## config.mk

```make
export PLATFORM = sky130hd
export DESIGN_NAME = rr_resource_arbiter
export DESIGN_NICKNAME = d
export VERILOG_FILES = /design/src/rtl/rr_resource_arbiter.sv
export SDC_FILE = /design/constraint.sdc
export NUM_CORES = 1
export LEC_CHECK = 0
export CORE_MARGIN = 2
export CORE_UTILIZATION = 25
export CTS_BUF_LIST = sky130_fd_sc_hd__clkbuf_16
export DETAILED_ROUTE_END_ITERATION = 10
export PLACE_DENSITY = 0.43
export SETUP_SLACK_MARGIN = 0.3
export SYNTH_ARGS = -nofsm -noshare
export SYNTH_HDL_FRONTEND = slang
export SYNTH_SLANG_ARGS = --single-unit
```

## constraint.sdc

```tcl
create_clock -name clk -period 2.6 [get_ports clk]
set_clock_uncertainty 0.15 [all_clocks]
set_input_delay 0.26 -clock clk [delete_from_list [all_inputs] [get_ports clk]]
set_output_delay 0.26 -clock clk [all_outputs]
set_load 0.01 [all_outputs]
```

## src/rtl/rr_resource_arbiter.sv

```systemverilog
// rr_resource_arbiter: round-robin owner arbitration for a shared datapath unit with hold-limit timeout
module rr_resource_arbiter #(
  parameter int REQ_COUNT = 8,
  parameter int MAX_HOLD = 15,
  localparam int IDX_WIDTH = $clog2(REQ_COUNT)
) (
  input  logic                 clk,
  input  logic                 rst_n,
  input  logic [REQ_COUNT-1:0] req,
  input  logic                 done,
  output logic [REQ_COUNT-1:0] grant,
  output logic                 grant_valid,
  output logic [IDX_WIDTH-1:0] grant_idx,
  output logic                 timeout
);
  localparam int HCW = MAX_HOLD > 0 ? $clog2(MAX_HOLD + 1) : 1;
  localparam logic [HCW-1:0] HOLD_LAST = HCW'(MAX_HOLD > 0 ? MAX_HOLD - 1 : 0);
  typedef enum logic {IDLE, HOLD} state_t;
  state_t state, state_n;
  logic [IDX_WIDTH-1:0] ptr, ptr_n, idx_n;
  logic [HCW-1:0] hold_cnt, hold_cnt_n;
  logic [REQ_COUNT-1:0] cand, hi_mask, hi, pick, grant_n;
  logic owner_req, rel;
  always_comb begin
    owner_req = |(req & grant);
    timeout = state == HOLD && owner_req && !done && MAX_HOLD != 0 && hold_cnt == HOLD_LAST;
    rel = state == IDLE || !owner_req || done || timeout;
    cand = timeout ? req & ~grant : req;
    for (int i = 0; i < REQ_COUNT; i++) hi_mask[i] = i > int'(ptr);
    hi = cand & hi_mask;
    // lowest set bit of the upper window, else wrap to the lowest set bit overall
    pick = hi != '0 ? hi & (~hi + REQ_COUNT'(1)) : cand & (~cand + REQ_COUNT'(1));
    grant_n = rel ? pick : grant;
    state_n = grant_n != '0 ? HOLD : IDLE;
    idx_n = '0;
    for (int i = 0; i < REQ_COUNT; i++) if (grant_n[i]) idx_n = IDX_WIDTH'(i);
    ptr_n = rel && pick != '0 ? idx_n : ptr;
    hold_cnt_n = rel ? '0 : hold_cnt + HCW'(1);
  end
  always_ff @(posedge clk) begin
    if (!rst_n) begin
      state <= IDLE;
      grant <= '0;
      grant_valid <= 1'b0;
      grant_idx <= '0;
      ptr <= IDX_WIDTH'(REQ_COUNT - 1);
      hold_cnt <= '0;
    end else begin
      state <= state_n;
      grant <= grant_n;
      grant_valid <= |grant_n;
      grant_idx <= idx_n;
      ptr <= ptr_n;
      hold_cnt <= hold_cnt_n;
    end
  end
endmodule
```

Yosys cells after proc, flatten, opt, wreduce, memory -nomap -nowiden. Cells that the tools add are included. W data, S select, Z words.

Flip-flop bits (word level): 20. Input bits: 11. Output and inout bits: 13. Logic and storage cells: 53.

Add/subtract/negate cells: 3. $lt $le $gt $ge: 7. Equal/unequal tests: 1. Multiplexer cells: 11. Bitwise logic cells: 10. Reduce and logical (&&, ||, !) cells: 15.

Operators by type and width (count): $and A8 B8 Y8 (5); $mux W8 (3); $not A8 Y8 (3); $reduce_bool A8 Y1 (3); $add A8 B1 Y8 const B (2); $reduce_or A8 Y1 (2); $gt A3 B3 Y1 const A (4); $mux W3 (4); $gt A2 B3 Y1 const A (2); $add A4 B1 Y4 const B (1); $eq A4 B4 Y1 const B (1); $logic_and A1 B1 Y1 (4); $mux W2 (2); $gt A1 B3 Y1 const A (1); $logic_or A1 B1 Y1 (3); $logic_not A1 Y1 (2); $mux W1 (2); $not A1 Y1 (2); $reduce_or A2 Y1 (1).

Depth between registers and ports, before layout. Gate-level depths: netlist of run 1.

Depth after elaboration: 19. Gate-level depth with buffers: 12. Mapped depth without buffers: 11.

Worst setup path before layout of run 1. Ideal clock, no wire load.

Path kind: flip-flop to flip-flop. Start point: register hold_cnt[0]. End point: register ptr[1]. Setup time: 0.135 ns. Arrival time: 2.236 ns. Required time: 2.315 ns. Slack: 0.078 ns. Cell stages (with the launch flop): 13. Path buffers: 1. Period minus slack after synthesis: 2.522 ns. Cell sequence: dfxtp_1 -> inv_1 -> ha_1 -> and3_4 -> and2_4 -> buf_8 -> a31oi_1 -> nor3_4 -> and3_1 -> a22oi_1 -> and2_1 -> a21boi_1 -> o211ai_1.

Cells in the longest elaborated chain, start to end: 15. Elaborated cells between the ends (all ways): 22. Those cells by class: 2 x add/sub; 1 x eq/ne; 9 x mux; 5 x bitwise; 5 x reduce/logical.

Ends and longest elaborated chain: from (decl) (line 21) `logic [HCW-1:0] hold_cnt, hold_cnt_n;`; from (signal assigned) (line 54) `hold_cnt <= hold_cnt_n;`; $eq A4 B4 Y1 * (line 26) `timeout = state == HOLD && owner_req && !done && MAX_HOLD != 0 && hold_cnt == HOLD_LAST;`; $logic_and A1 B1 Y1 * (line 26); $mux W8 (line 28) `cand = timeout ? req & ~grant : req;`; $and A8 B8 Y8 (line 30) `hi = cand & hi_mask;`; $not A8 Y8 (line 32) `pick = hi != '0 ? hi & (~hi + REQ_COUNT'(1)) : cand & (~cand + REQ_COUNT'(1));`; $add A8 B1 Y8 (line 32); $and A8 B8 Y8 (line 32); $mux W8 (line 32); $mux W8 (line 33) `grant_n = rel ? pick : grant;`; $mux W2 (2 in series) (line 36) `for (int i = 0; i < REQ_COUNT; i++) if (grant_n[i]) idx_n = IDX_WIDTH'(i);`; $mux W3 (4 in series) (line 36); to (signal assigned) (line 46) `ptr <= IDX_WIDTH'(REQ_COUNT - 1);`; to (signal assigned) (line 53) `ptr <= ptr_n;`; to (decl) (line 20) `logic [IDX_WIDTH-1:0] ptr, ptr_n, idx_n;`.

Every way passes the cells marked *; elsewhere a longest branch is shown, timed or not. A chain may end at the register's enable or synchronous reset.

Worst setup path after layout of run 1.
Start point: register hold_cnt[0]. End point: register ptr[0].

Cells in the longest elaborated chain, start to end: 16. Elaborated cells between the ends (all ways): 23. Those cells by class: 2 x add/sub; 1 x eq/ne; 10 x mux; 5 x bitwise; 5 x reduce/logical.

Ends and longest elaborated chain (line): $eq A4 B4 Y1 * (26); $logic_and A1 B1 Y1 * (26); $mux W8 (28); $and A8 B8 Y8 (30); $not A8 Y8 (32); $add A8 B1 Y8 (32); $and A8 B8 Y8 (32); $mux W8 (32); $mux W8 (33); $mux W1 (36); $mux W2 (2 in series) (36); $mux W3 (4 in series) (36).

Marks and branches as above.

==> results of run 1 <==
[cells by family after synthesis]
family / after synthesis
buf+inv: 13
compound gates: 49
flops: 19
fa+ha+maj: 2
xor+xnor: 2
simple gates: 68
[layout make-up]
type	count	share of cell area (%)
inverter	8	1.17
clock buffer	3	2.92
multi-input combinational	122	46.9
sequential	19	15.0
timing repair buffer	90	30.6
tap	67	3.26
clock inverter	1	0.146
[flip-flops by register name (all words and copies together), names as in the netlist]
name and flops:
grant 8, grant_idx 3, hold_cnt 4, ptr 3, grant_valid 1
[metrics by stage]
stage / setup WS (ns) / hold slack, ns
after global routing: -0.271 / 0.393
after global placement: -0.519 / 0.350
final: -0.168 / 0.361
after detailed placement: -0.478 / 0.358
after floorplan: 0.111 / 0.238
after CTS: -0.141 / 0.366
[layout by cell type (no fill, tap or decap), types with 8 or more instances in the layout]
cell type and count:
buf_4 53, dfxtp_1 14, clkdlybuf4s50_1 14, buf_6 13, nand2_1 12, nand3_1 9, inv_1 8, a31oi_4 8
dlygate4sd2_1 8
[routing by layer]
| layer | wire (um) | up-vias | part of all wire, % |
|---|---|---|---|
| met5 | 0 | - | 0 |
| met4 | 125 | 0 | 2.3 |
| met3 | 273 | 11 | 5.1 |
| met2 | 2540 | 55 | 48 |
| met1 | 2380 | 754 | 45 |
| li1 | - | 752 | - |
[worst max-delay path by stage]
stage | from | to | slack, ns
floorplan | hold_cnt[0] | ptr[0] | 0.11
global placement | req[3] | ptr[0] | -0.52
detailed placement | req[3] | ptr[1] | -0.48
CTS | hold_cnt[0] | ptr[0] | -0.14
global route | hold_cnt[0] | ptr[0] | -0.27
finish | hold_cnt[0] | ptr[0] | -0.17
[power by group]
| group | total, mW | internal [mW] | switching, mW |
|---|---|---|---|
| clock | 0.324 | 0.205 | 0.119 |
| sequential | 0.422 | 0.359 | 0.0627 |
| combinational | 1.43 | 0.731 | 0.703 |
| total | 2.18 | 1.30 | 0.884 |
[repair_timing]
action                                  in CTS  in global routing
gates resized for setup                     60                 24
pin swaps                                   20                 23
buffers inserted                            10                 13
cloned                                       1                  0
endpoints found under the setup margin      16                 15
[worst max-delay path, cell delays in order (launching register included)]
cell and delay (ns):
dfxtp_2 0.32, inv_2 0.06, ha_4 0.13, and3_4 0.20, and2_4 0.20, buf_6 0.12, nand3_4 0.08, a311oi_4 0.39
a31oi_2 0.17, o221a_1 0.28, o21ba_4 0.23, o2111a_1 0.23, a31oi_1 0.13
==> summary.md, run 1 <==
| Metric | Value |
|---|---|
| Origin of the critical flop-to-flop path | hold_cnt[0] |
| Routed Antenna Nets | 0 |
| DR iter-0 viols | 99 |
| DRC | 0 |
| Failing checks | negative setup slack |
| IO Pins | 24 |
| Final Util | a little over half |
| Req. time, crit path | between 2 and 3 ns |
| Largest net degree at the start of global routing | 18 |
| CTS Hold Bufs | 0 |
| Number of global-route vias before repair | roughly 1600 |
| CTS tree | built |
| Post-synth top area share | between 30% and 40% |
| Pins Over Slew Limit | 0 |
| Met2 Use GR | 29.7% |
| Simple-Gate Fraction of Synth Area | about a third |
| Placer Congestion | just over 0.9 |
| Post-synth top cells | dfxtp_1 (19), nand2_1 (14), a31oi_1 (10), nand3_1 (10), and2_1 (9) |
| Core area | between 4000 and 5000 sq um |
| Ys async rst share | 0% |
| IO Port Bufs | 23 |
| Cells after synthesis | around 150 |
| P&R area growth vs syn | 104% |
| Layout cells sized above 1 | around 55% |
| Max Clock Freq | 361 MHz |
| Status | complete, but fails checks |
| Drt pass-1 iters | 4 |
| Worst setup SP type | flop |
| Chip Height | 75.1 um |
| First-pass GRT wire length | approximately 7800 um |
| Met1 Use GR | between 20% and 30% |
| Placed cell area | 1940 sq um |
| Placed cell count | 282 |
| Htree depth | 1 |
| Clock root buffer | clkbuf_16 |
| Largest family of logic cells by synthesized area | simple AND/OR/NAND/NOR gates |
| Final period util | 106% |
| Via density | 5.07 |
| DR WL/cell | approximately 17 um |
| Synth top area cells | dfxtp_1 (30%), a31oi_1 (5.0%), and2_1 (4.5%), nand2_1 (4.2%), nand3_1 (4.0%) |
| # setup viols final | 6 |
| Area of the multi-input gates | 1210 sq um |
| Post-synth EDFFs | 0 |
| Arrival time worst endpoint | between 2 and 3 ns |
| Worst reg-to-reg path cell count | 12 |
| Die X | between 70 and 80 um |
| R2R Setup Slk | -0.17 ns |
| Final WL | around 5300 um |
| Core Rows | 25 |
| Grt ovf | 0 |
| Maxcap violations | 0 |
| Clock Latency Late Sink | 0.26 ns |
| Minimum clock period | 2.77 ns |
| Final Non-Filler Cells | 310 |
| Leakage | about 1.0 nW |
| Mean Syn Cell Area | just over 8 sq um |
| Synth cell types | 53 |
| Critical path endpoint category | flop |
| Worst r2r dst | ptr[0] |
| Synth Net Count | about 170 |
| NumNets Final | 257 |
| Peak VDD IR | ~0.00047 V |
| Worst-Margin Slew | slightly below 0.6 ns |
| CTS Buf Count | 3 |
| Gr usage total | between 15 and 20% |
| CP max FO | 4 |
| Adder-cell share of the synthesized area | 1.98% |
| Worst min path class | reg2reg |
| Reg clk slew, reported paths | roughly 0.060 ns |
| Clock sinks | 19 |
| Met3 usage | between 2 and 3% |
| Setup ws final | -0.168 ns |
| Most common cell in the netlist | dfxtp_1 |
| Final total power | 2.18 mW |
| Slew headroom | roughly three fifths |
| N_diodes | 0 |
| Yosys top cell by area | dfxtp_1 |
| YS warnings | 0 |
| Initial cell density of the core | between 20% and 30% |
| #FFs+latches synth | 19 |
| Post-synthesis mux area share | 0% |
| GRT busiest layer | met2 |
| Layout fillers | roughly 420 |
| Min-Delay Endpoint | hold_cnt[0] |
| PwrDens | approximately 850 nW/um^2 |
| Initial antenna violation count | 0 |
| Final TNS setup | -0.525 ns |
| Seq. cell area | just under 400 sq um |
| Crit path kind | reg2reg |
| Die area | between 5000 and 6000 sq um |
| WHS Path Cells | 2 |
| HP Start | hold_cnt[0] |
| Vias | roughly 1600 |
| Post-synthesis sequential area ratio | between 30 and 40% |
| Unrepaired setup endpoints after global routing | yes |
| Main flop type after synthesis | dfxtp_1 |
| Final Cell Area | 2570 sq um |
| Clk buf depth | 2 |
| Hold Fails Final Rpt | 0 |
| Post-Synth XOR/XNOR Area | around 1.4% |
| Dpl hpwl | between 3000 and 4000 um |
| Synth Area in Compound Gates | between 20 and 30% |
| Mapped cell area | between 1000 and 1500 sq um |
No activity file was read; power rests on OpenSTA's default activity.
==> run 2: changes to the inputs <==
CAP_MARGIN = 20   (was default)
SETUP_SLACK_MARGIN = 0.05   (was 0.3)
==> run 2 against run 1 <==
  * The flow still finishes with violations (negative setup slack)
  * Clock-buffer cell count stayed put
  * Sequential power about the same
  * Register-to-register slack better by 0.15 ns
  * First-iteration DRC count shrank 43%
  * Final cell count down 4.5%
  * Setup slack better by 0.15 ns
  * Wire length fell by 12%
  * Critical path depth is 2 lower
  * Sequential cell count stayed put
  * Critical path type unchanged
  * Largest cell class unchanged
  * Highest routed layer unchanged
==> summary.md, run 2 (synthesis results as in run 1) <==
| Metric | Value |
|---|---|
| Final Util | 48.2% |
| Via density | 5.09 |
| CTS tree | built |
| DRC | 0 |
| CP Depth | 10 |
| Seq. cell area | about 380 sq um |
| Final total power | 1.89 mW |
| Reg clk slew, reported paths | approximately 0.060 ns |
| Worst min path class | reg2reg |
| Core area | 4790 sq um |
| Clock sinks | 19 |
| Layout cells sized above 1 | between 40% and 50% |
| Largest regs | grant (8), hold_cnt (4) |
| N_diodes | 0 |
| NumNets Final | around 240 |
| Routed Antenna Nets | 0 |
| Chip Height | approximately 75 um |
| Final TNS setup | -0.0173 ns |
| PwrDens | just over 800 nW/um^2 |
| Peak VDD IR | approximately 0.00034 V |
| DR WL/cell | approximately 16 um |
| Hold Fails Final Rpt | 0 |
| CP peak stage delay | approximately 0.46 ns |
| Status | complete, but fails checks |
| P&R area growth vs syn | 82.6% |
| Minimum clock period | 2.62 ns |
| Worst-Margin Slew | 0.580 ns |
| Initial antenna violation count | 0 |
| Placer Congestion | 0.895 |
| Failing checks | negative setup slack |
| CP top delay family | simple AND/OR/NAND/NOR gates |
| WHS Path Cells | 2 |
| Largest net degree at the start of global routing | 18 |
| CTS Hold Bufs | 0 |
| Commonest non-fill, non-tap cell in the layout | buf_4 |
| Die X | about 75 um |
| Dpl hpwl | approximately 3300 um |
| Htree depth | 1 |
| Setup ws final | -0.0173 ns |
| Gr usage total | around 18% |
| Layout fillers | ~470 |
| First-pass GRT wire length | roughly 7400 um |
| Register name with the most flops | grant |
| Clock root buffer | clkbuf_16 |
| IO Port Bufs | 23 |
| Initial cell density of the core | about a quarter |
| CP max stage cell | or4_4 |
| Area of the multi-input gates | 1100 sq um |
| Worst setup SP type | flop |
| Unrepaired setup endpoints after global routing | yes |
| CP Cell Sequence | inv_2 -> ha_4 -> and3_4 -> and2_4 -> a31oi_1 -> or3_1 -> or4_4 -> and2_4 -> o2111a_1 -> a31oi_1 |
| Crit path kind | reg2reg |
| Slew headroom | between 60% and 70% |
| Leakage | 0.924 nW |
| DR iter-0 viols | 56 |
| Final period util | 101% |
| Maxcap violations | 0 |
| Worst reg-to-reg path cell count | 10 |
| Number of global-route vias before repair | around 1500 |
| Clock Latency Late Sink | 0.26 ns |
| Die area | 5640 sq um |
| Grt ovf | 0 |
| Buffers plus inverters on the worst setup path | 1 |
| CTS Buf Count | 3 |
| # setup viols final | 1 |
| Req. time, crit path | 2.63 ns |
| Clk buf depth | 2 |
| Final WL | between 4000 and 5000 um |
| Max Clock Freq | between 300 and 400 MHz |
| Pins Over Slew Limit | 0 |
| Drt pass-1 iters | 4 |
| Core Rows | 25 |
| Number of flip-flops in the largest register | 8 |
| Arrival time worst endpoint | between 2 and 3 ns |
| Critical path endpoint category | flop |
| Commonest non-fill, non-tap cells in the layout | buf_4 (49), dfxtp_1 (17), clkdlybuf4s50_1 (14) |
| IO Pins | 24 |
| Vias | 1506 |
| CP max FO | 6 |
==> run 2: cell count changes in the layout (fill, tap and decap cells not counted), sizes merged <==
cell	before	now
buf	67	53
==> run 2: stage by stage <==
step | hold slack (ns) | cell area, sq um | instances | worst slack [ns]
global placement | 0.355 | 1880 | 283 | -0.474
CTS | 0.377 | 2120 | 290 | -0.0341
detailed placement | 0.365 | 1880 | 283 | -0.480
global route | 0.390 | 2310 | 296 | -0.180
floorplan | 0.238 | 1260 | 153 | 0.0781
finish | 0.370 | 2310 | 296 | -0.0173
==> run 2: worst register-to-register path: stages, from the launching register on <==
cell      delay [ns]
dfxtp_2         0.32
inv_2           0.06
ha_4            0.12
and3_4          0.20
and2_4          0.23
a31oi_1         0.12
or3_1           0.43
or4_4           0.47
and2_4          0.16
o2111a_1        0.13
a31oi_1         0.14
==> run 2: timing repair <==
item / in CTS / in global routing
cloned: 1 / 0
pin swaps: 13 / 11
setup endpoints to repair: 7 / 7
buffers inserted: 2 / 6
resized for setup: 35 / 30
==> run 2: worst paths after layout <==
path | start | to | slack (ns)
worst min-delay path | hold_cnt[0] | hold_cnt[0] | 0.37
worst max register to register | hold_cnt[0] | ptr[0] | -0.02
worst min register to register | hold_cnt[0] | hold_cnt[0] | 0.37
worst max-delay path | hold_cnt[0] | ptr[0] | -0.02
==> run 2: report_power, final <==
part / internal [mW] / switching, mW
Sequential: 0.357 / 0.0672
Combinational: 0.572 / 0.563
Clock: 0.205 / 0.122
==> run 2: final cells by class <==
type	count	area share, %
Inverter	8	1.30
Multi-Input combinational cell	122	47.5
Tap cell	67	3.63
Clock inverter	1	0.163
Timing Repair Buffer	76	27.5
Sequential cell	19	16.6
Clock buffer	3	3.25
==> run 2: routing by layer <==
| metal | up-vias | part of all wire [%] | GRT usage, % |
|---|---|---|---|
| met5 | - | 0 | 0 |
| met4 | 0 | 1.7 | 6.75 |
| met3 | 7 | 6.1 | 2.95 |
| met2 | 43 | 46 | 26.9 |
| met1 | 726 | 46 | 24.7 |
| li1 | 730 | - | - |
==> run 3: changes to the inputs <==
CAP_MARGIN = default   (was 20)
CORE_MARGIN = 1.5   (was 2)
==> run 3 against run 2 <==
  * The flow still finishes with violations (negative setup slack)
  * Maximum frequency shrank 2.0%
  * Combinational power is essentially flat
  * Core utilization grew 1.8 points
  * Die area shrank 2.6%
  * Global-route usage grew 1.4 points
  * Power grew 0.66%
  * Cell area grew 3.7%
  * Sequential share of layout area shrank 0.60 points
  * Sequential power is essentially flat
  * Largest power group unchanged
==> summary.md, run 3 (synthesis results as in run 1) <==
| Metric | Value |
|---|---|
| Core Rows | 25 |
| Grt ovf | 0 |
| Hold Slack | between 0.3 and 0.4 ns |
| Drt pass-1 iters | 4 |
| Failing checks | negative setup slack |
| First-pass GRT wire length | roughly 7900 um |
| NumNets Final | approximately 240 |
| CP max stage cell | dfxtp_2 |
| Crit path kind | reg2reg |
| CP peak stage delay | roughly 0.32 ns |
| Vias | about 1500 |
| Max Clock Freq | ~370 MHz |
| Arrival time worst endpoint | 2.70 ns |
| Initial cell density of the core | a little over a quarter |
| Register name with the most flops | grant |
| Final WL | roughly 4800 um |
| DRC | 0 |
| Die X | ~74 um |
| Crit-path most repeated cell | buf_12 |
| N_diodes | 0 |
| Commonest non-fill, non-tap cell in the layout | buf_4 |
| Clock Latency Late Sink | roughly 0.25 ns |
| Peak VDD IR | roughly 0.00051 V |
| Clock sinks | 19 |
| Reg clk slew, reported paths | about 0.050 ns |
| Status | complete, but fails checks |
| Largest regs | grant (8), hold_cnt (4) |
| Htree depth | 1 |
| DR iter-0 viols | between 100 and 150 |
| CTS Hold Bufs | 0 |
| Req. time, crit path | 2.63 ns |
| Largest net degree at the start of global routing | 18 |
| CTS Buf Count | 3 |
| Chip Height | approximately 74 um |
| Met2 Use GR | 29.2% |
| Dpl hpwl | between 3000 and 4000 um |
| Slew headroom | about 67% |
| Core area | 4790 sq um |
| Placer Congestion | approximately 0.88 |
| Number of flip-flops in the largest register | 8 |
| Clock root buffer | clkbuf_16 |
| Layout cells sized above 1 | between 40 and 50% |
| Final period util | 103% |
| # setup viols final | 2 |
| Minimum clock period | between 2 and 3 ns |
| Gr usage total | 19.0% |
| Setup ws final | -0.0706 ns |
| Die area | ~5500 sq um |
| Final Util | 50.0% |
| Beginning of the critical path | hold_cnt[0] |
| Clk buf depth | 2 |
| Worst-Margin Slew | between 0.4 and 0.5 ns |
| P&R area growth vs syn | 89.4% |
| HP Start | hold_cnt[0] |
| Worst setup SP type | flop |
| Pins Over Slew Limit | 0 |
| DR WL/cell | between 15 and 20 um |
| Leakage | around 0.95 nW |
| CP max FO | 5 |
| Maxcap violations | 0 |
| Buffers plus inverters on the worst setup path | 3 |
| Origin of the critical flop-to-flop path | hold_cnt[0] |
| Critical path endpoint category | flop |
| Routed Antenna Nets | 0 |
| Via density | just over 5 |
| CTS tree | built |
| Met3 usage | 4.07% |
| Unrepaired setup endpoints after global routing | yes |
| Number of global-route vias before repair | 1588 |
| Commonest non-fill, non-tap cells in the layout | buf_4 (49), dfxtp_1 (17), clkdlybuf4s50_1 (15) |
| PwrDens | ~790 nW/um^2 |
| Hold Fails Final Rpt | 0 |
| IO Port Bufs | 23 |
| CP top delay family | compound AO/OA/AOI/OAI gates |
| GRT busiest layer | met2 |
| Worst min path class | reg2reg |
| CP Cell Sequence | inv_2 -> ha_4 -> and3_4 -> and2_4 -> buf_12 -> buf_12 -> a31oi_4 -> o21a_4 -> o31ai_2 -> a32o_2 -> o21ba_4 -> o2111a_1 -> a31oi_1 |
| Initial antenna violation count | 0 |
| Met1 Use GR | about 25% |
| IO Pins | 24 |
[run 3: final cells by class]
cell class	instances	area, sq um
inverters	8	30.0
flip-flops and latches	19	383
well taps	67	83.8
repair buffers	78	686
multi-input cells	121	1130
clock buffers	3	75.1
fillers	439	2390
clock inverters	1	3.75
[run 3: path summary, 6_finish.rpt]
kind	end	slack (ns)	depth (start not counted)
min reg2reg	hold_cnt[0]	0.36	2
min	hold_cnt[0]	0.36	2
max reg2reg	ptr[0]	-0.07	13
max	ptr[0]	-0.07	13
[run 3: worst min-delay path: stages, from the launching register on]
cell,delay (ns)
dfxtp_2,0.33
buf_4,0.11
nor2_1,0.04
[run 3: timing repair]
item,in CTS,in global routing
buffers inserted,7,4
gates resized for setup,55,15
setup endpoints to repair,6,9
pin swaps,24,12
[run 3: metrics by stage]
| step | power, mW | cell area [sq um] | TNS (ns) | worst slack (ns) | instances |
|---|---|---|---|---|---|
| after floorplan | 0.882 | 1260 | 0 | 0.0781 | 153 |
| after detailed placement | 1.28 | 1890 | -2.79 | -0.461 | 282 |
| after CTS | 1.77 | 2300 | -0.0640 | -0.0561 | 293 |
| after global routing | 2.02 | 2390 | -0.717 | -0.198 | 297 |
| final | 1.90 | 2390 | -0.0848 | -0.0706 | 297 |
| after global placement | 1.29 | 1890 | -3.28 | -0.519 | 282 |
[run 3: power breakdown]
group | leakage (nW) | internal [mW] | total, mW | switching, mW
Clock | 0.0423 | 0.205 | 0.317 | 0.112
Combinational | 0.751 | 0.573 | 1.16 | 0.585
Sequential | 0.157 | 0.357 | 0.424 | 0.0666
Total | 0.950 | 1.13 | 1.90 | 0.764
[run 3: layer usage]
metal  share of wire (%)  vias to the layer above
met5                   0                        -
met4                 2.0                        0
met3                 3.2                       11
met2                  48                       30
met1                  47                      756
li1                    -                      725
